File: config.mk
export PLATFORM = sky130hd
export DESIGN_NAME = dmem_arbiter
export DESIGN_NICKNAME = d
export VERILOG_FILES = /design/src/rtl/dmem_arb_pkg.sv /design/src/rtl/dmem_rr_arb.sv /design/src/rtl/dmem_arbiter.sv
export SDC_FILE = /design/constraint.sdc
export NUM_CORES = 1
export LEC_CHECK = 0
export ABC_CLOCK_PERIOD_IN_PS = 3300
export BUFFER_PORTS_ARGS = -buffer_cell sky130_fd_sc_hd__buf_2
export CAP_MARGIN = 40
export CORE_MARGIN = 5
export CORE_UTILIZATION = 40
export DETAILED_ROUTE_END_ITERATION = 10
export GPL_ROUTABILITY_DRIVEN = 0
export PLACE_DENSITY = 0.75
export SYNTH_ARGS = -nofsm -noshare
export SYNTH_HDL_FRONTEND = slang
export SYNTH_HIERARCHICAL = 1
export SYNTH_SLANG_ARGS = --single-unit
File: constraint.sdc
create_clock -name clk -period 3.3 [get_ports clk]
set_input_delay 0.66 -clock clk [delete_from_list [all_inputs] [get_ports clk]]
set_output_delay 0.66 -clock clk [all_outputs]
set_load 0.005 [all_outputs]
File: src/rtl/dmem_arb_pkg.sv
// ---------------------------------------------------------------------------
// dmem_arb_pkg
// Shared definitions for the two-port data-memory arbiter:
//   - access-size encodings (OPT_BYTE / OPT_HALF / OPT_WORD, plus the illegal code)
//   - FSM state enum (IDLE, ACC, RSP)
//   - latched access bundle type
//   - alignment helper used when DMEM_ARB_ALIGN_CHK_EN is defined
// ---------------------------------------------------------------------------
package dmem_arb_pkg;

    localparam logic [1:0] OPT_BYTE = 2'b00;
    localparam logic [1:0] OPT_HALF = 2'b01;
    localparam logic [1:0] OPT_ILL  = 2'b10;
    localparam logic [1:0] OPT_WORD = 2'b11;

    typedef enum logic [1:0] {
        IDLE = 2'b00,
        ACC  = 2'b01,
        RSP  = 2'b10
    } state_t;

    // One memory access as captured at grant time
    typedef struct packed {
        logic        we;
        logic [1:0]  opt;
        logic [5:0]  addr;
        logic [31:0] wdata;
    } acc_t;

    // True when the size code is illegal or the address is not naturally aligned
    function automatic logic is_misaligned(input logic [1:0] opt, input logic [5:0] addr);
        logic bad;
        case (opt)
            OPT_BYTE: bad = 1'b0;
            OPT_HALF: bad = addr[0];
            OPT_WORD: bad = (addr[1:0] != 2'b00);
            default:  bad = 1'b1;
        endcase
        return bad;
    endfunction

endpackage

File: src/rtl/dmem_rr_arb.sv
// ---------------------------------------------------------------------------
// dmem_rr_arb
// Two-way round-robin grant with a last-grant pointer.
// Ports:
//   clk, rst      : clock, synchronous active-high reset
//   req0, req1    : requests from port 0 / port 1
//   en            : grant is being consumed this cycle (pointer may advance)
//   gnt0, gnt1    : one-hot (or zero) combinational grant
// After reset port 0 has priority.
// ---------------------------------------------------------------------------
module dmem_rr_arb (
    input  logic clk,
    input  logic rst,
    input  logic req0,
    input  logic req1,
    input  logic en,
    output logic gnt0,
    output logic gnt1
);

    // 1: port 1 was granted last, so port 0 wins a tie
    logic last1_r;

    assign gnt0 = req0 & (~req1 | last1_r);
    assign gnt1 = req1 & (~req0 | ~last1_r);

    // Last-grant pointer; only moves when a grant is actually taken
    always_ff @(posedge clk) begin
        if (rst) begin
            last1_r <= 1'b1;
        end else if (en && (gnt0 || gnt1)) begin
            last1_r <= gnt1;
        end else begin
            last1_r <= last1_r;
        end
    end

endmodule

File: src/rtl/dmem_arbiter.sv
// ---------------------------------------------------------------------------
// dmem_arbiter
// Arbitrates two requesters onto a single-ported data memory.
// Each transaction: IDLE (grant) -> ACC (one memory cycle) -> RSP (hold
// response until the owner takes it) -> IDLE.
//
// Ports (N = 0, 1):
//   clk, rst                  : clock, synchronous active-high reset
//   pN_req_valid/pN_req_ready : request handshake (ready is combinational)
//   pN_we, pN_opt, pN_addr, pN_wdata : access description
//   pN_rsp_valid/pN_rsp_ready : response handshake
//   pN_rdata, pN_rsp_err      : response payload
//   dm_e, dm_r, dm_w, dm_opt, dm_addr, dm_wdata : memory request (ACC only)
//   dm_rdata                  : memory read data, sampled only in ACC
//   busy                      : FSM not in IDLE
//
// Configuration macro: DMEM_ARB_ALIGN_CHK_EN
//   defined   : illegal size / misaligned accesses skip ACC and answer err=1
//   undefined : every request is forwarded unchanged, err is always 0
// ---------------------------------------------------------------------------
module dmem_arbiter
    import dmem_arb_pkg::*;
(
    input  logic        clk,
    input  logic        rst,

    input  logic        p0_req_valid,
    output logic        p0_req_ready,
    input  logic        p0_we,
    input  logic [1:0]  p0_opt,
    input  logic [5:0]  p0_addr,
    input  logic [31:0] p0_wdata,
    output logic        p0_rsp_valid,
    input  logic        p0_rsp_ready,
    output logic [31:0] p0_rdata,
    output logic        p0_rsp_err,

    input  logic        p1_req_valid,
    output logic        p1_req_ready,
    input  logic        p1_we,
    input  logic [1:0]  p1_opt,
    input  logic [5:0]  p1_addr,
    input  logic [31:0] p1_wdata,
    output logic        p1_rsp_valid,
    input  logic        p1_rsp_ready,
    output logic [31:0] p1_rdata,
    output logic        p1_rsp_err,

    output logic        dm_e,
    output logic        dm_r,
    output logic        dm_w,
    output logic [1:0]  dm_opt,
    output logic [5:0]  dm_addr,
    output logic [31:0] dm_wdata,
    input  logic [31:0] dm_rdata,

    output logic        busy
);

    state_t      state_r;
    state_t      state_nxt_s;

    logic        gnt0_s;
    logic        gnt1_s;
    logic        grant_ok_s;
    logic        load_s;
    logic        misalign_s;
    logic        owner_ready_s;
    acc_t        sel_s;

    // acc_r is non-zero only during the ACC cycle, so it feeds dm_* directly
    acc_t        acc_r;
    logic        dm_e_r;
    logic        owner_r;
    logic        busy_r;

    logic        rsp_set_s;
    logic        rsp_port_s;
    logic [31:0] rsp_rdata_s;
    logic        rsp_err_s;
    logic        rsp_clr_s;

    logic        p0_rsp_valid_r;
    logic [31:0] p0_rdata_r;
    logic        p0_err_r;
    logic        p1_rsp_valid_r;
    logic [31:0] p1_rdata_r;
    logic        p1_err_r;

    // Grants are only honoured in IDLE and never on a reset edge
    assign grant_ok_s = (state_r == IDLE) && !rst;

    dmem_rr_arb u_rr_arb (
        .clk  (clk),
        .rst  (rst),
        .req0 (p0_req_valid),
        .req1 (p1_req_valid),
        .en   (grant_ok_s),
        .gnt0 (gnt0_s),
        .gnt1 (gnt1_s)
    );

    assign p0_req_ready  = gnt0_s & grant_ok_s;
    assign p1_req_ready  = gnt1_s & grant_ok_s;
    assign owner_ready_s = owner_r ? p1_rsp_ready : p0_rsp_ready;

    // Select the winning requester's access fields
    always_comb begin
        sel_s = '0;
        if (gnt1_s) begin
            sel_s.we    = p1_we;
            sel_s.opt   = p1_opt;
            sel_s.addr  = p1_addr;
            sel_s.wdata = p1_wdata;
        end else begin
            sel_s.we    = p0_we;
            sel_s.opt   = p0_opt;
            sel_s.addr  = p0_addr;
            sel_s.wdata = p0_wdata;
        end
    end

`ifdef DMEM_ARB_ALIGN_CHK_EN
    assign misalign_s = is_misaligned(sel_s.opt, sel_s.addr);
`else
    assign misalign_s = 1'b0;
`endif

    // FSM next-state and grant-load decode
    always_comb begin
        state_nxt_s = state_r;
        load_s      = 1'b0;
        case (state_r)
            IDLE: begin
                if (p0_req_ready || p1_req_ready) begin
                    load_s      = 1'b1;
                    state_nxt_s = misalign_s ? RSP : ACC;
                end else begin
                    state_nxt_s = IDLE;
                end
            end
            ACC: begin
                state_nxt_s = RSP;
            end
            RSP: begin
                if (owner_ready_s) begin
                    state_nxt_s = IDLE;
                end else begin
                    state_nxt_s = RSP;
                end
            end
            default: begin
                state_nxt_s = IDLE;
            end
        endcase
    end

    // FSM state register
    always_ff @(posedge clk) begin
        if (rst) begin
            state_r <= IDLE;
        end else begin
            state_r <= state_nxt_s;
        end
    end

    // Response register update decode: fill at end of ACC or on a rejected grant
    always_comb begin
        rsp_set_s   = 1'b0;
        rsp_port_s  = owner_r;
        rsp_rdata_s = 32'h0000_0000;
        rsp_err_s   = 1'b0;
        rsp_clr_s   = 1'b0;
        if (state_r == ACC) begin
            rsp_set_s   = 1'b1;
            rsp_rdata_s = acc_r.we ? 32'h0000_0000 : dm_rdata;
        end else if (load_s && misalign_s) begin
            rsp_set_s  = 1'b1;
            rsp_port_s = gnt1_s;
            rsp_err_s  = 1'b1;
        end else if ((state_r == RSP) && owner_ready_s) begin
            rsp_clr_s = 1'b1;
        end else begin
            rsp_set_s = 1'b0;
        end
    end

    // Access latch, memory enable and owner capture
    always_ff @(posedge clk) begin
        if (rst) begin
            acc_r   <= '0;
            dm_e_r  <= 1'b0;
            owner_r <= 1'b0;
            busy_r  <= 1'b0;
        end else begin
            if (load_s && !misalign_s) begin
                acc_r  <= sel_s;
                dm_e_r <= 1'b1;
            end else begin
                acc_r  <= '0;
                dm_e_r <= 1'b0;
            end
            if (load_s) begin
                owner_r <= gnt1_s;
            end else begin
                owner_r <= owner_r;
            end
            busy_r <= (state_nxt_s != IDLE);
        end
    end

    // Port 0 response registers
    always_ff @(posedge clk) begin
        if (rst) begin
            p0_rsp_valid_r <= 1'b0;
            p0_rdata_r     <= 32'h0000_0000;
            p0_err_r       <= 1'b0;
        end else if (rsp_set_s && !rsp_port_s) begin
            p0_rsp_valid_r <= 1'b1;
            p0_rdata_r     <= rsp_rdata_s;
            p0_err_r       <= rsp_err_s;
        end else if (rsp_clr_s) begin
            p0_rsp_valid_r <= 1'b0;
            p0_rdata_r     <= 32'h0000_0000;
            p0_err_r       <= 1'b0;
        end else begin
            p0_rsp_valid_r <= p0_rsp_valid_r;
            p0_rdata_r     <= p0_rdata_r;
            p0_err_r       <= p0_err_r;
        end
    end

    // Port 1 response registers
    always_ff @(posedge clk) begin
        if (rst) begin
            p1_rsp_valid_r <= 1'b0;
            p1_rdata_r     <= 32'h0000_0000;
            p1_err_r       <= 1'b0;
        end else if (rsp_set_s && rsp_port_s) begin
            p1_rsp_valid_r <= 1'b1;
            p1_rdata_r     <= rsp_rdata_s;
            p1_err_r       <= rsp_err_s;
        end else if (rsp_clr_s) begin
            p1_rsp_valid_r <= 1'b0;
            p1_rdata_r     <= 32'h0000_0000;
            p1_err_r       <= 1'b0;
        end else begin
            p1_rsp_valid_r <= p1_rsp_valid_r;
            p1_rdata_r     <= p1_rdata_r;
            p1_err_r       <= p1_err_r;
        end
    end

    assign p0_rsp_valid = p0_rsp_valid_r;
    assign p0_rdata     = p0_rdata_r;
    assign p0_rsp_err   = p0_err_r;
    assign p1_rsp_valid = p1_rsp_valid_r;
    assign p1_rdata     = p1_rdata_r;
    assign p1_rsp_err   = p1_err_r;

    // Strobes are masked by rst so a write whose closing edge is a reset edge
    // never reaches the memory.
    assign dm_e     = dm_e_r & ~rst;
    assign dm_r     = dm_e_r & ~acc_r.we & ~rst;
    assign dm_w     = dm_e_r & acc_r.we & ~rst;
    assign dm_opt   = acc_r.opt;
    assign dm_addr  = acc_r.addr;
    assign dm_wdata = acc_r.wdata;

    assign busy     = busy_r;

endmodule

==> tab_implementation.tex, run 1 <==
\begin{tabular}{lr}
\hline
Metric & Value \\
\hline
\multicolumn{2}{l}{\textbf{Place}} \\
\quad Final HPWL from detailed placement & 8600 um \\
\quad Port bufs & 231 \\
\quad Placed cell count & 707 \\
\multicolumn{2}{l}{\textbf{STA}} \\
\quad Total count of hold-check failures in the final report & 0 \\
\quad Number of pins with negative max-slew slack in the final report & 0 \\
\quad Setup repair after global routing missed its margin & no \\
\quad Total negative setup slack & 0 ns \\
\quad Period minus WS final & 2.29 ns \\
\quad Final clock skew & 0.0141 ns \\
\quad Measured slew at the worst slew-check pin & 0.596 ns \\
\quad Period utilisation layout & 0.695 \\
\quad Setup-violating endpoint count in the final report & 0 \\
\quad Max-slew headroom & 0.602 \\
\quad F\_max & 0.436 GHz \\
\multicolumn{2}{l}{\textbf{Die}} \\
\quad Area of the die & 0.0130 mm\^{}2 \\
\quad Initial core utilization & 0.403 \\
\quad Die Height & 114 um \\
\quad Number of cell rows & 38 \\
\quad Width of the chip & 114 um \\
\quad Number of ports placed on the die boundary & 234 \\
\quad Core area & 0.0107 mm\^{}2 \\
\multicolumn{2}{l}{\textbf{Pwr}} \\
\quad Static Leakage & 2.76 nW \\
\quad Worst IR drop on VDD & 0.250 mV \\
\quad Total power divided by cell area & 485 mW/mm\^{}2 \\
\multicolumn{2}{l}{\textbf{Clock tree}} \\
\quad Clock sinks & 112 \\
\quad Number of clock buffers inserted by TritonCTS & 9 \\
\quad H-tree levels & 3 \\
\quad Quantity of hold-fixing buffers added after cts & 0 \\
\quad TritonCTS clock tree & built \\
\quad Total setup buffers inserted after CTS & 0 \\
\quad Later-pin clock latency in the skew report & 0.36 ns \\
\quad Clock buffer depth & 2 \\
\quad CTS Root Buffer Type & sky130\_fd\_sc\_hd\_\_clkbuf\_8 \\
\quad Number of resized instances in the post-cts repair step & 0 \\
\quad Clk slew on worst S/H paths & 0.10 ns \\
\multicolumn{2}{l}{\textbf{Finish}} \\
\quad Area delta synth->final & 26.4\% \\
\quad Layout fillers & 1000 \\
\quad Share of cells above drive strength 1 & 0.453 \\
\quad Layout Cells excl Fill & 723 \\
\quad Antenna diodes & 0 \\
\quad Final-stage net count & 698 \\
\multicolumn{2}{l}{\textbf{Synth}} \\
\quad Dominant register cell in the synthesized netlist & sky130\_fd\_sc\_hd\_\_dfxtp\_1 \\
\quad Proportion of synthesized flip-flops having asynchronous set or reset & 0 \\
\quad Synthesis warning total & 6 \\
\quad Number of flops mapped to enable cells by yosys & 0 \\
\quad Synth Area per Inst & 10.9 um\^{}2 \\
\quad Post-synthesis register bit count & 112 \\
\quad Number of instances in the synthesized netlist & 394 \\
\quad Post-Synthesis Cell Area & 0.00431 mm\^{}2 \\
\quad Distinct cells, synth & 28 \\
\quad Share of the yosys chip area belonging to registers & 0.520 \\
\multicolumn{2}{l}{\textbf{Drt}} \\
\quad Antenna-violating nets left & 0 \\
\quad Total iterations of the first detailed-routing run & 4 \\
\quad Total routed wirelength & 11600 um \\
\quad Routed wire per std cell & 16.1 um \\
\quad Total via count in the routed design & 3543 \\
\quad DRC violation total after the first TritonRoute iteration & 161 \\
\quad Remaining routing DRC violations & 0 \\
\quad Via density per instance & 4.90 \\
\multicolumn{2}{l}{\textbf{GRT}} \\
\quad Wire length of the first global-routing pass & 17800 um \\
\quad Global Route Usage Sum & 0.172 \\
\quad Number of global-route vias before repair & 3604 \\
\quad Pin count of the biggest net entering global routing & 42 \\
\quad Antenna violations before repair & 1 \\
\quad Remaining Overflow, GRT & 0 \\
\multicolumn{2}{l}{\textbf{Setup path}} \\
\quad Number of cells on the worst reg-to-reg path & 4 \\
\quad Crit path DAT & 1.63 ns \\
\quad Worst setup path startpoint & p0\_req\_valid \\
\quad CP startpoint kind & primary input \\
\quad Worst setup slack for register-to-register paths & 1.43 ns \\
\quad End point of the critical path & p1\_req\_ready \\
\quad Worst r2r src & u\_rr\_arb/last1\_r \\
\quad R2r endpoint & dm\_wdata[13] \\
\quad Worst setup EP type & output port \\
\quad Max Fanout on Critical Path & 14 \\
\quad Worst EP required & 2.64 ns \\
\quad Kind of critical path & primary input to output port \\
\multicolumn{2}{l}{\textbf{Flow run}} \\
\quad Max Cap Viol & 0 \\
\multicolumn{2}{l}{\textbf{Hold path}} \\
\quad Hold crit path type & register to register \\
\multicolumn{2}{l}{\textbf{Status}} \\
\quad Status & finished, final reports clean \\
\hline
\end{tabular}
## how the worst min path moves through the flow
stage                       startpoint      endpoint  slack [ns]  depth (start not counted)
after global routing      p0_rdata[23]  p0_rdata[23]        0.50                          1
after detailed placement   p1_rdata[3]   p1_rdata[3]        0.46                          1
final                      p1_rdata[0]   p1_rdata[0]        0.48                          1
after global placement    p1_rdata[20]  p1_rdata[20]        0.46                          1
after CTS                  p1_rdata[0]   p1_rdata[0]        0.49                          1
after floorplan           p1_rsp_valid  p1_rsp_valid        0.47                          2
## metrics by stage
step / hold slack (ns) / instance area (um^2) / setup slack (ns) / total power, W / utilization
3_5_place_dp: 0.459 / 5260 / 0.973 / 0.00190 / 0.492
6_report: 0.483 / 5450 / 1.01 / 0.00265 / 0.510
3_3_place_gp: 0.456 / 5260 / 0.671 / 0.00189 / 0.492
2_1_floorplan: 0.472 / 4320 / 0.921 / 0.00175 / -
5_1_grt: 0.498 / 5450 / 0.906 / 0.00278 / 0.510
4_1_cts: 0.489 / 5450 / 0.983 / 0.00268 / 0.510
## cell type report
class,instances,area (um^2),area share
sequential,112,2240,0.411
multi-input combinational,210,1610,0.295
timing repair buffer,239,1210,0.223
tap,140,175,0.0321
clock buffer,9,124,0.0227
clock inverter,7,63.8,0.0117
inverter,6,22.5,0.00413
## synthesized netlist by cell type (all sizes together), types with 2 or more instances
master	number	area share
mux2i	42	0.097
and2	2	0.0029
nor2	42	0.037
o21ai	2	0.0023
a21oi	4	0.0046
dfxtp	112	0.52
buf	59	0.10
inv	6	0.0052
nor3b	2	0.0035
nor2b	36	0.052
a2111oi	4	0.017
clkbuf	8	0.0070
a21boi	2	0.0035
a22o	64	0.13
## placed cells by master (no fill, tap or decap)
master	netlist	final
sky130_fd_sc_hd__dfxtp_1	112	112
sky130_fd_sc_hd__and2b_2	1	1
sky130_fd_sc_hd__o21ai_0	1	1
sky130_fd_sc_hd__clkbuf_8	0	9
sky130_fd_sc_hd__nor2_1	42	42
sky130_fd_sc_hd__inv_1	6	6
sky130_fd_sc_hd__a21boi_4	0	1
sky130_fd_sc_hd__and4bb_4	1	1
sky130_fd_sc_hd__inv_6	0	2
sky130_fd_sc_hd__buf_4	42	7
sky130_fd_sc_hd__clkinv_8	0	1
sky130_fd_sc_hd__o21ai_2	0	1
sky130_fd_sc_hd__conb_1	1	2
sky130_fd_sc_hd__inv_8	0	1
sky130_fd_sc_hd__and3_1	1	1
sky130_fd_sc_hd__nor3_1	1	1
sky130_fd_sc_hd__a2111oi_4	2	2
sky130_fd_sc_hd__nor2b_1	36	36
sky130_fd_sc_hd__o21bai_2	1	1
sky130_fd_sc_hd__a2111oi_0	2	2
sky130_fd_sc_hd__clkinv_4	0	1
sky130_fd_sc_hd__o31ai_1	1	1
sky130_fd_sc_hd__mux2i_1	42	42
sky130_fd_sc_hd__clkinv_2	0	2
sky130_fd_sc_hd__and2_1	2	2
sky130_fd_sc_hd__a22o_1	64	64
sky130_fd_sc_hd__and4b_1	1	1
sky130_fd_sc_hd__nand2_1	1	1
sky130_fd_sc_hd__nor3b_2	0	2
sky130_fd_sc_hd__a21oi_1	4	4
sky130_fd_sc_hd__buf_2	10	232
sky130_fd_sc_hd__a21boi_0	2	1
## state kept, by name, summed over array words and instances, names as in the netlist, 2 cells and up
register,count
dm_wdata,32
state_r,2
p1_rdata,32
dm_opt,2
dm_addr,6
p0_rdata,32
## metal layers
metal	vias up	global-route usage	part of all wire
met4	0	0.0578	0.020
li1	1694	-	-
met5	-	0	0
met3	20	0.0658	0.10
met1	1651	0.201	0.39
met2	178	0.292	0.48
## report_power, final
group	leakage, nW	switching [W]	internal [W]
sequential	0.912	0.0000384	0.00143
combinational	1.75	0.000204	0.000194
clock	0.0987	0.000491	0.000292
total	2.76	0.000733	0.00191
## cell families (layout without fill, tap and decap cells)
group,count (synthesis),after routing,synth area share
mux,42,42,0.0975
simple gates,88,88,0.107
buf+inv,73,261,0.113
flops,112,112,0.520
compound gates,78,78,0.162
other cells,1,2,0.000869
## critical path, stage by stage
cell                       delay, ns
sky130_fd_sc_hd__buf_2          0.13
sky130_fd_sc_hd__a21boi_4       0.50
sky130_fd_sc_hd__nand2_1        0.15
sky130_fd_sc_hd__inv_1          0.08
sky130_fd_sc_hd__buf_2          0.11
Note: power is estimated with default switching activity, not from simulation.
==> run 2, diff against run 1 <==
--- a/config.mk
+++ b/config.mk
@@ -5,7 +5,7 @@
 export SDC_FILE = /design/constraint.sdc
 export NUM_CORES = 1
 export LEC_CHECK = 0
-export ABC_CLOCK_PERIOD_IN_PS = 3300
+export ABC_CLOCK_PERIOD_IN_PS = 2300
 export BUFFER_PORTS_ARGS = -buffer_cell sky130_fd_sc_hd__buf_2
 export CAP_MARGIN = 40
 export CORE_MARGIN = 5
==> constraint.sdc (replaced) <==
create_clock -name clk -period 2.3 [get_ports clk]
set_input_delay 0.46 -clock clk [delete_from_list [all_inputs] [get_ports clk]]
set_output_delay 0.46 -clock clk [all_outputs]
set_load 0.005 [all_outputs]
==> run 2 against run 1 <==
Against the previous run: non-clock buffer count up 4; clock skew fell by 0.0055 ns; global-route usage grew 0.16 points; core utilization up 0.21 points; cell count rose by 0.55%; die area unchanged; critical endpoint is now p0_req_ready.
==> tab_implementation.tex, run 2 (synthesis gave the netlist of run 1 again) <==
\begin{tabular}{lr}
\hline
Metric & Value \\
\hline
\multicolumn{2}{l}{\textbf{Setup path}} \\
\quad Kind of cell adding the most delay to the critical path & simple AND/OR/NAND/NOR gates \\
\quad Worst EP required & 1.84 ns \\
\quad CP startpoint kind & register \\
\quad Slowest cell delay on critical path & 0.47 ns \\
\quad R2r endpoint & p0\_rdata[22] \\
\quad Worst r2r src & owner\_r \\
\quad Critical path, cell by cell & nor3\_1 > and2\_1 > buf\_2 \\
\quad Number of cells on the worst reg-to-reg path & 4 \\
\quad Slowest library cell on the worst path & sky130\_fd\_sc\_hd\_\_nor3\_1 \\
\quad Number of buffer and inverter stages on the critical path & 1 \\
\quad Max Fanout on Critical Path & 8 \\
\quad Worst setup EP type & output port \\
\quad Kind of critical path & register to output port \\
\quad Worst setup slack for register-to-register paths & 0.59 ns \\
\quad Crit path DAT & 1.58 ns \\
\multicolumn{2}{l}{\textbf{Clock tree}} \\
\quad Number of clock buffers inserted by TritonCTS & 9 \\
\quad Clock buffer depth & 2 \\
\quad Clk slew on worst S/H paths & 0.11 ns \\
\quad Number of resized instances in the post-cts repair step & 0 \\
\quad TritonCTS clock tree & built \\
\quad Total setup buffers inserted after CTS & 0 \\
\quad Later-pin clock latency in the skew report & 0.37 ns \\
\quad Clock sinks & 112 \\
\quad CTS Root Buffer Type & sky130\_fd\_sc\_hd\_\_clkbuf\_8 \\
\quad Quantity of hold-fixing buffers added after cts & 0 \\
\quad H-tree levels & 3 \\
\multicolumn{2}{l}{\textbf{Die}} \\
\quad Die Height & 114 um \\
\quad Area of the die & 0.0130 mm\^{}2 \\
\quad Core area & 0.0107 mm\^{}2 \\
\quad Number of cell rows & 38 \\
\quad Width of the chip & 114 um \\
\quad Initial core utilization & 0.403 \\
\quad Number of ports placed on the die boundary & 234 \\
\multicolumn{2}{l}{\textbf{Finish}} \\
\quad Layout fillers & 1013 \\
\quad Area delta synth->final & 26.9\% \\
\quad Antenna diodes & 0 \\
\quad Final-stage net count & 702 \\
\quad Post-route design area & 0.00547 mm\^{}2 \\
\quad Final standard cell utilization of the core & 0.512 \\
\quad Commonest non-fill, non-tap cell in the layout & sky130\_fd\_sc\_hd\_\_buf\_2 \\
\quad Share of cells above drive strength 1 & 0.457 \\
\quad Layout Cells excl Fill & 727 \\
\quad Highest-count cells in the layout ignoring fill and taps & sky130\_fd\_sc\_hd\_\_buf\_2 (231), sky130\_fd\_sc\_hd\_\_dfxtp\_1 (112), sky130\_fd\_sc\_hd\_\_a22o\_1 (64) \\
\multicolumn{2}{l}{\textbf{STA}} \\
\quad F\_max & 0.491 GHz \\
\quad Setup-violating endpoint count in the final report & 0 \\
\quad Number of pins with negative max-slew slack in the final report & 0 \\
\quad Minimum hold slack & 0.316 ns \\
\quad Total negative setup slack & 0 ns \\
\quad Total count of hold-check failures in the final report & 0 \\
\quad Period utilisation layout & 0.886 \\
\quad Measured slew at the worst slew-check pin & 0.509 ns \\
\quad Max-slew headroom & 0.658 \\
\quad Period minus WS final & 2.04 ns \\
\quad Final clock skew & 0.00861 ns \\
\quad Setup repair after global routing missed its margin & no \\
\multicolumn{2}{l}{\textbf{Place}} \\
\quad Port bufs & 231 \\
\quad Placed cell count & 711 \\
\quad Placed standard-cell area & 0.00530 mm\^{}2 \\
\quad Final HPWL from detailed placement & 8890 um \\
\multicolumn{2}{l}{\textbf{Drt}} \\
\quad Remaining routing DRC violations & 0 \\
\quad Met3 Wirelength & 1170 um \\
\quad Total via count in the routed design & 3562 \\
\quad Top sig layer & met4 \\
\quad Routed wire per std cell & 16.0 um \\
\quad DRC violation total after the first TritonRoute iteration & 154 \\
\quad Total iterations of the first detailed-routing run & 4 \\
\quad Routed length on met2 & 5620 um \\
\quad Via density per instance & 4.90 \\
\quad Detailed-route wire length on metal 1 & 4610 um \\
\quad Total routed wirelength & 11600 um \\
\quad Antenna-violating nets left & 0 \\
\multicolumn{2}{l}{\textbf{Pwr}} \\
\quad Static Leakage & 2.77 nW \\
\quad Part of the total power dissipated in sequential elements & 0.559 \\
\quad Switching power as a share of total power & 0.271 \\
\quad Combinational cell fraction of total power & 0.154 \\
\quad Switch Pwr & 0.00102 W \\
\quad Worst IR drop on VDD & 0.331 mV \\
\quad Total power divided by cell area & 687 mW/mm\^{}2 \\
\quad Clock power share & 0.287 \\
\quad Power Internal & 0.00274 W \\
\multicolumn{2}{l}{\textbf{GRT}} \\
\quad Antenna violations before repair & 0 \\
\quad Global Route Usage Sum & 0.174 \\
\quad Wire length of the first global-routing pass & 18100 um \\
\quad Remaining Overflow, GRT & 0 \\
\quad Pin count of the biggest net entering global routing & 35 \\
\quad Number of global-route vias before repair & 3666 \\
\multicolumn{2}{l}{\textbf{Status}} \\
\quad Status & finished, final reports clean \\
\multicolumn{2}{l}{\textbf{Hold path}} \\
\quad Hold crit path type & primary input to register \\
\quad Start point of the worst min-delay path & p0\_wdata[9] \\
\quad Hold worst-path end & dm\_wdata[9] \\
\quad Hold Crit Depth & 3 \\
\multicolumn{2}{l}{\textbf{Flow run}} \\
\quad Max Cap Viol & 0 \\
\hline
\end{tabular}
run 2: cell types whose count changed in the layout (fill, tap and decap cells not counted), sizes merged:
| cell | change |
|---|---|
| buf | +4 |
| clkinv | -2 |
| clkinvlp | +2 |
run 2: per-layer routing:
metal | vias to the layer above | GRT usage
met3 | 20 | 0.0663
li1 | 1698 | -
met1 | 1681 | 0.197
met4 | 0 | 0.0633
met5 | - | 0
met2 | 163 | 0.298
run 2: power by group through the flow:
stage | Combinational, W | Clock (W) | Sequential, W
final | 0.000578 | 0.00108 | 0.00210
after global routing | 0.000636 | 0.00120 | 0.00212
after CTS | 0.000587 | 0.00113 | 0.00210
after detailed placement | 0.000585 | 0 | 0.00215
after global placement | 0.000567 | 0 | 0.00214
after floorplan | 0.000370 | 0 | 0.00214
run 2: layout make-up:
cell class                      instances  area (um^2)  area share
Multi-Input combinational cell        210         1610       0.294
Sequential cell                       112         2240       0.410
Tap cell                              140          175      0.0320
Inverter                                6         22.5     0.00411
Clock inverter                          7         53.8     0.00983
Clock buffer                            9          124      0.0226
Timing Repair Buffer                  243         1250       0.228
run 2: tightest hold or removal path, cell delays in order:
cell and delay (ns):
sky130_fd_sc_hd__buf_2 0.07, sky130_fd_sc_hd__mux2i_1 0.05, sky130_fd_sc_hd__nor2_1 0.07
run 2: worst max-delay path by stage:
| stage | startpoint | end | slack (ns) | cells past startpoint |
|---|---|---|---|---|
| 2_1_floorplan | p1_req_valid | p1_req_ready | 0.32 | 5 |
| 3_3_place_gp | rst | p0_req_ready | 0.49 | 4 |
| 3_5_place_dp | rst | p0_req_ready | 0.45 | 4 |
| 4_1_cts | state_r[0] | p0_req_ready | 0.25 | 3 |
| 5_1_grt | state_r[0] | p1_req_ready | 0.05 | 4 |
| 6_report | state_r[0] | p0_req_ready | 0.26 | 3 |
run 2: stage by stage:
stage	power (W)	worst slack [ns]
3_3_place_gp	0.00271	0.487
4_1_cts	0.00382	0.250
6_report	0.00376	0.263
5_1_grt	0.00395	0.0538
2_1_floorplan	0.00251	0.321
3_5_place_dp	0.00273	0.448
==> run 3, diff against run 2 <==
--- a/config.mk
+++ b/config.mk
@@ -5,7 +5,7 @@
 export SDC_FILE = /design/constraint.sdc
 export NUM_CORES = 1
 export LEC_CHECK = 0
-export ABC_CLOCK_PERIOD_IN_PS = 2300
+export ABC_CLOCK_PERIOD_IN_PS = 2620
 export BUFFER_PORTS_ARGS = -buffer_cell sky130_fd_sc_hd__buf_2
 export CAP_MARGIN = 40
 export CORE_MARGIN = 5
@@ -15,5 +15,4 @@
 export PLACE_DENSITY = 0.75
 export SYNTH_ARGS = -nofsm -noshare
 export SYNTH_HDL_FRONTEND = slang
-export SYNTH_HIERARCHICAL = 1
 export SYNTH_SLANG_ARGS = --single-unit
==> constraint.sdc (replaced) <==
create_clock -name clk -period 2.62 [get_ports clk]
set_input_delay 0.524 -clock clk [delete_from_list [all_inputs] [get_ports clk]]
set_output_delay 0.524 -clock clk [all_outputs]
set_load 0.005 [all_outputs]
==> run 3 against run 2 <==
Against the previous run: critical path type unchanged; largest power group unchanged; clock power decreased by 10%; core utilization is 0.27 points lower; worst hold slack better by 0.080 ns; via count grew 3.3%.
==> tab_implementation.tex, run 3 <==
\begin{tabular}{lr}
\hline
Metric & Value \\
\hline
\multicolumn{2}{l}{\textbf{Die}} \\
\quad Area of the die & 0.0130 mm\^{}2 \\
\quad Width of the chip & 114 um \\
\quad Die Height & 114 um \\
\quad Number of cell rows & 38 \\
\quad Number of ports placed on the die boundary & 234 \\
\quad Initial core utilization & 0.404 \\
\quad Core area & 0.0107 mm\^{}2 \\
\multicolumn{2}{l}{\textbf{Setup path}} \\
\quad Max Fanout on Critical Path & 10 \\
\quad Crit path DAT & 1.58 ns \\
\quad Kind of critical path & register to output port \\
\quad Worst setup EP type & output port \\
\quad Worst EP required & 2.10 ns \\
\quad CP startpoint kind & register \\
\multicolumn{2}{l}{\textbf{GRT}} \\
\quad Pin count of the biggest net entering global routing & 43 \\
\quad Remaining Overflow, GRT & 0 \\
\quad Antenna violations before repair & 0 \\
\quad Number of global-route vias before repair & 3754 \\
\quad Global Route Usage Sum & 0.174 \\
\quad Wire length of the first global-routing pass & 18200 um \\
\multicolumn{2}{l}{\textbf{Synth}} \\
\quad Top cells by instance count after synthesis & sky130\_fd\_sc\_hd\_\_dfxtp\_1 (112), sky130\_fd\_sc\_hd\_\_nand2\_1 (83), sky130\_fd\_sc\_hd\_\_a22o\_1 (60) \\
\quad Synth Area per Inst & 9.81 um\^{}2 \\
\quad Post-synthesis register bit count & 112 \\
\quad Proportion of synthesized flip-flops having asynchronous set or reset & 0 \\
\quad Top post-synthesis cells by area & sky130\_fd\_sc\_hd\_\_dfxtp\_1 (52\%), sky130\_fd\_sc\_hd\_\_a22o\_1 (12\%), sky130\_fd\_sc\_hd\_\_buf\_4 (7.4\%) \\
\quad Synthesis warning total & 0 \\
\quad Share of the yosys chip area belonging to registers & 0.516 \\
\quad Post-Synthesis Cell Area & 0.00435 mm\^{}2 \\
\quad Synth top area share & 0.516 \\
\quad Number of instances in the synthesized netlist & 443 \\
\quad Dominant register cell in the synthesized netlist & sky130\_fd\_sc\_hd\_\_dfxtp\_1 \\
\quad Library cell occupying the most area in the post-synthesis netlist & sky130\_fd\_sc\_hd\_\_dfxtp\_1 \\
\quad Number of flops mapped to enable cells by yosys & 0 \\
\quad Distinct cells, synth & 32 \\
\quad Most frequently used cell type in the post-synthesis netlist & sky130\_fd\_sc\_hd\_\_dfxtp\_1 \\
\multicolumn{2}{l}{\textbf{Drt}} \\
\quad Total iterations of the first detailed-routing run & 4 \\
\quad Remaining routing DRC violations & 0 \\
\quad Total routed wirelength & 11600 um \\
\quad Antenna-violating nets left & 0 \\
\quad DRC violation total after the first TritonRoute iteration & 147 \\
\quad Via density per instance & 4.81 \\
\quad Total via count in the routed design & 3681 \\
\quad Routed wire per std cell & 15.1 um \\
\multicolumn{2}{l}{\textbf{Pwr}} \\
\quad Total power divided by cell area & 607 mW/mm\^{}2 \\
\quad Static Leakage & 2.76 nW \\
\quad Worst IR drop on VDD & 0.292 mV \\
\multicolumn{2}{l}{\textbf{Finish}} \\
\quad Commonest non-fill, non-tap cell in the layout & sky130\_fd\_sc\_hd\_\_buf\_2 \\
\quad Area delta synth->final & 25.9\% \\
\quad Final standard cell utilization of the core & 0.509 \\
\quad Final-stage net count & 741 \\
\quad Antenna diodes & 0 \\
\quad Share of cells above drive strength 1 & 0.428 \\
\quad Post-route design area & 0.00547 mm\^{}2 \\
\quad Highest-count cells in the layout ignoring fill and taps & sky130\_fd\_sc\_hd\_\_buf\_2 (231), sky130\_fd\_sc\_hd\_\_dfxtp\_1 (112), sky130\_fd\_sc\_hd\_\_nand2\_1 (83) \\
\multicolumn{2}{l}{\textbf{Clock tree}} \\
\quad CTS Root Buffer Type & sky130\_fd\_sc\_hd\_\_clkbuf\_8 \\
\quad Clock buffer depth & 2 \\
\quad Total setup buffers inserted after CTS & 0 \\
\quad Later-pin clock latency in the skew report & 0.36 ns \\
\quad Quantity of hold-fixing buffers added after cts & 0 \\
\quad TritonCTS clock tree & built \\
\quad Clk slew on worst S/H paths & 0.10 ns \\
\quad Number of resized instances in the post-cts repair step & 0 \\
\quad Number of clock buffers inserted by TritonCTS & 9 \\
\quad Clock sinks & 112 \\
\quad H-tree levels & 3 \\
\multicolumn{2}{l}{\textbf{STA}} \\
\quad Number of pins with negative max-slew slack in the final report & 0 \\
\quad Setup repair after global routing missed its margin & no \\
\quad F\_max & 0.475 GHz \\
\quad Setup-violating endpoint count in the final report & 0 \\
\quad Period minus WS final & 2.10 ns \\
\quad Total count of hold-check failures in the final report & 0 \\
\quad Period utilisation layout & 0.803 \\
\quad Final clock skew & 0.0139 ns \\
\quad Total negative setup slack & 0 ns \\
\quad Post-layout worst setup margin & 0.516 ns \\
\multicolumn{2}{l}{\textbf{Place}} \\
\quad Port bufs & 231 \\
\quad Placed standard-cell area & 0.00528 mm\^{}2 \\
\quad Final HPWL from detailed placement & 8670 um \\
\quad Worst Setup Slack post-DPL & 0.710 ns \\
\multicolumn{2}{l}{\textbf{Flow run}} \\
\quad Max Cap Viol & 0 \\
\multicolumn{2}{l}{\textbf{Status}} \\
\quad Status & finished, final reports clean \\
\multicolumn{2}{l}{\textbf{Hold path}} \\
\quad Hold crit path type & primary input to register \\
\hline
\end{tabular}
run 3: cell types whose count changed in the layout (fill, tap and decap cells not counted), sizes merged, moves of 4 or more:
cell,change
buf,-4
mux2i,-41
a21oi,+40
nand2,+82
inv,-4
clkbuf,+4
nor2,-39
run 3: kinds of logic (layout without fill, tap and decap cells):
logic type / Yosys count / count (layout) / synth area share
flops: 112 / 112 / 0.516
buf+inv: 78 / 260 / 0.122
other cells: 1 / 2 / 0.000863
compound gates: 118 / 118 / 0.208
mux: 1 / 1 / 0.00230
simple gates: 133 / 133 / 0.151
run 3: layout make-up:
type	instances	area, um^2
sequential	112	2240
inverter	5	18.8
clock buffer	13	169
multi-input combinational	254	1610
clock inverter	3	25.0
timing repair buffer	239	1230
tap	140	175
fill	1008	5280
run 3: through the flow:
step | total power [W] | hold WS (ns) | instances
after floorplan | 0.00221 | 0.472 | 444
after global placement | 0.00237 | 0.458 | 749
after detailed placement | 0.00239 | 0.460 | 750
after CTS | 0.00337 | 0.363 | 766
after global routing | 0.00350 | 0.365 | 766
final | 0.00332 | 0.396 | 766
run 3: worst max-delay path, cell delays in order, from the launching register on:
cell                      delay (ns)
sky130_fd_sc_hd__dfxtp_1        0.43
sky130_fd_sc_hd__nor3_1         0.45
sky130_fd_sc_hd__and3_1         0.23
sky130_fd_sc_hd__buf_2          0.11
run 3: path summary, 6_finish.rpt:
kind / endpoint / startpoint / depth (start not counted) / slack [ns]
hold / removal: dm_wdata[28] / p1_wdata[28] / 3 / 0.40
hold reg to reg: p1_rdata[9] / p1_rdata[9] / 1 / 0.48
setup / recovery: p0_req_ready / state_r[1] / 3 / 0.52
setup reg to reg: p0_rdata[15] / owner_r / 4 / 0.79
run 3: power breakdown:
part | internal [W] | switching, W
logic | 0.000237 | 0.000262
registers | 0.00180 | 0.0000518
clock network | 0.000429 | 0.000542
run 3: metal layers:
metal / part of all wire / GRT usage / wire [um]
met4: 0.018 / 0.0697 / 213
met3: 0.11 / 0.0523 / 1230
met1: 0.41 / 0.208 / 4780
met2: 0.46 / 0.291 / 5350
met5: 0 / 0 / 0
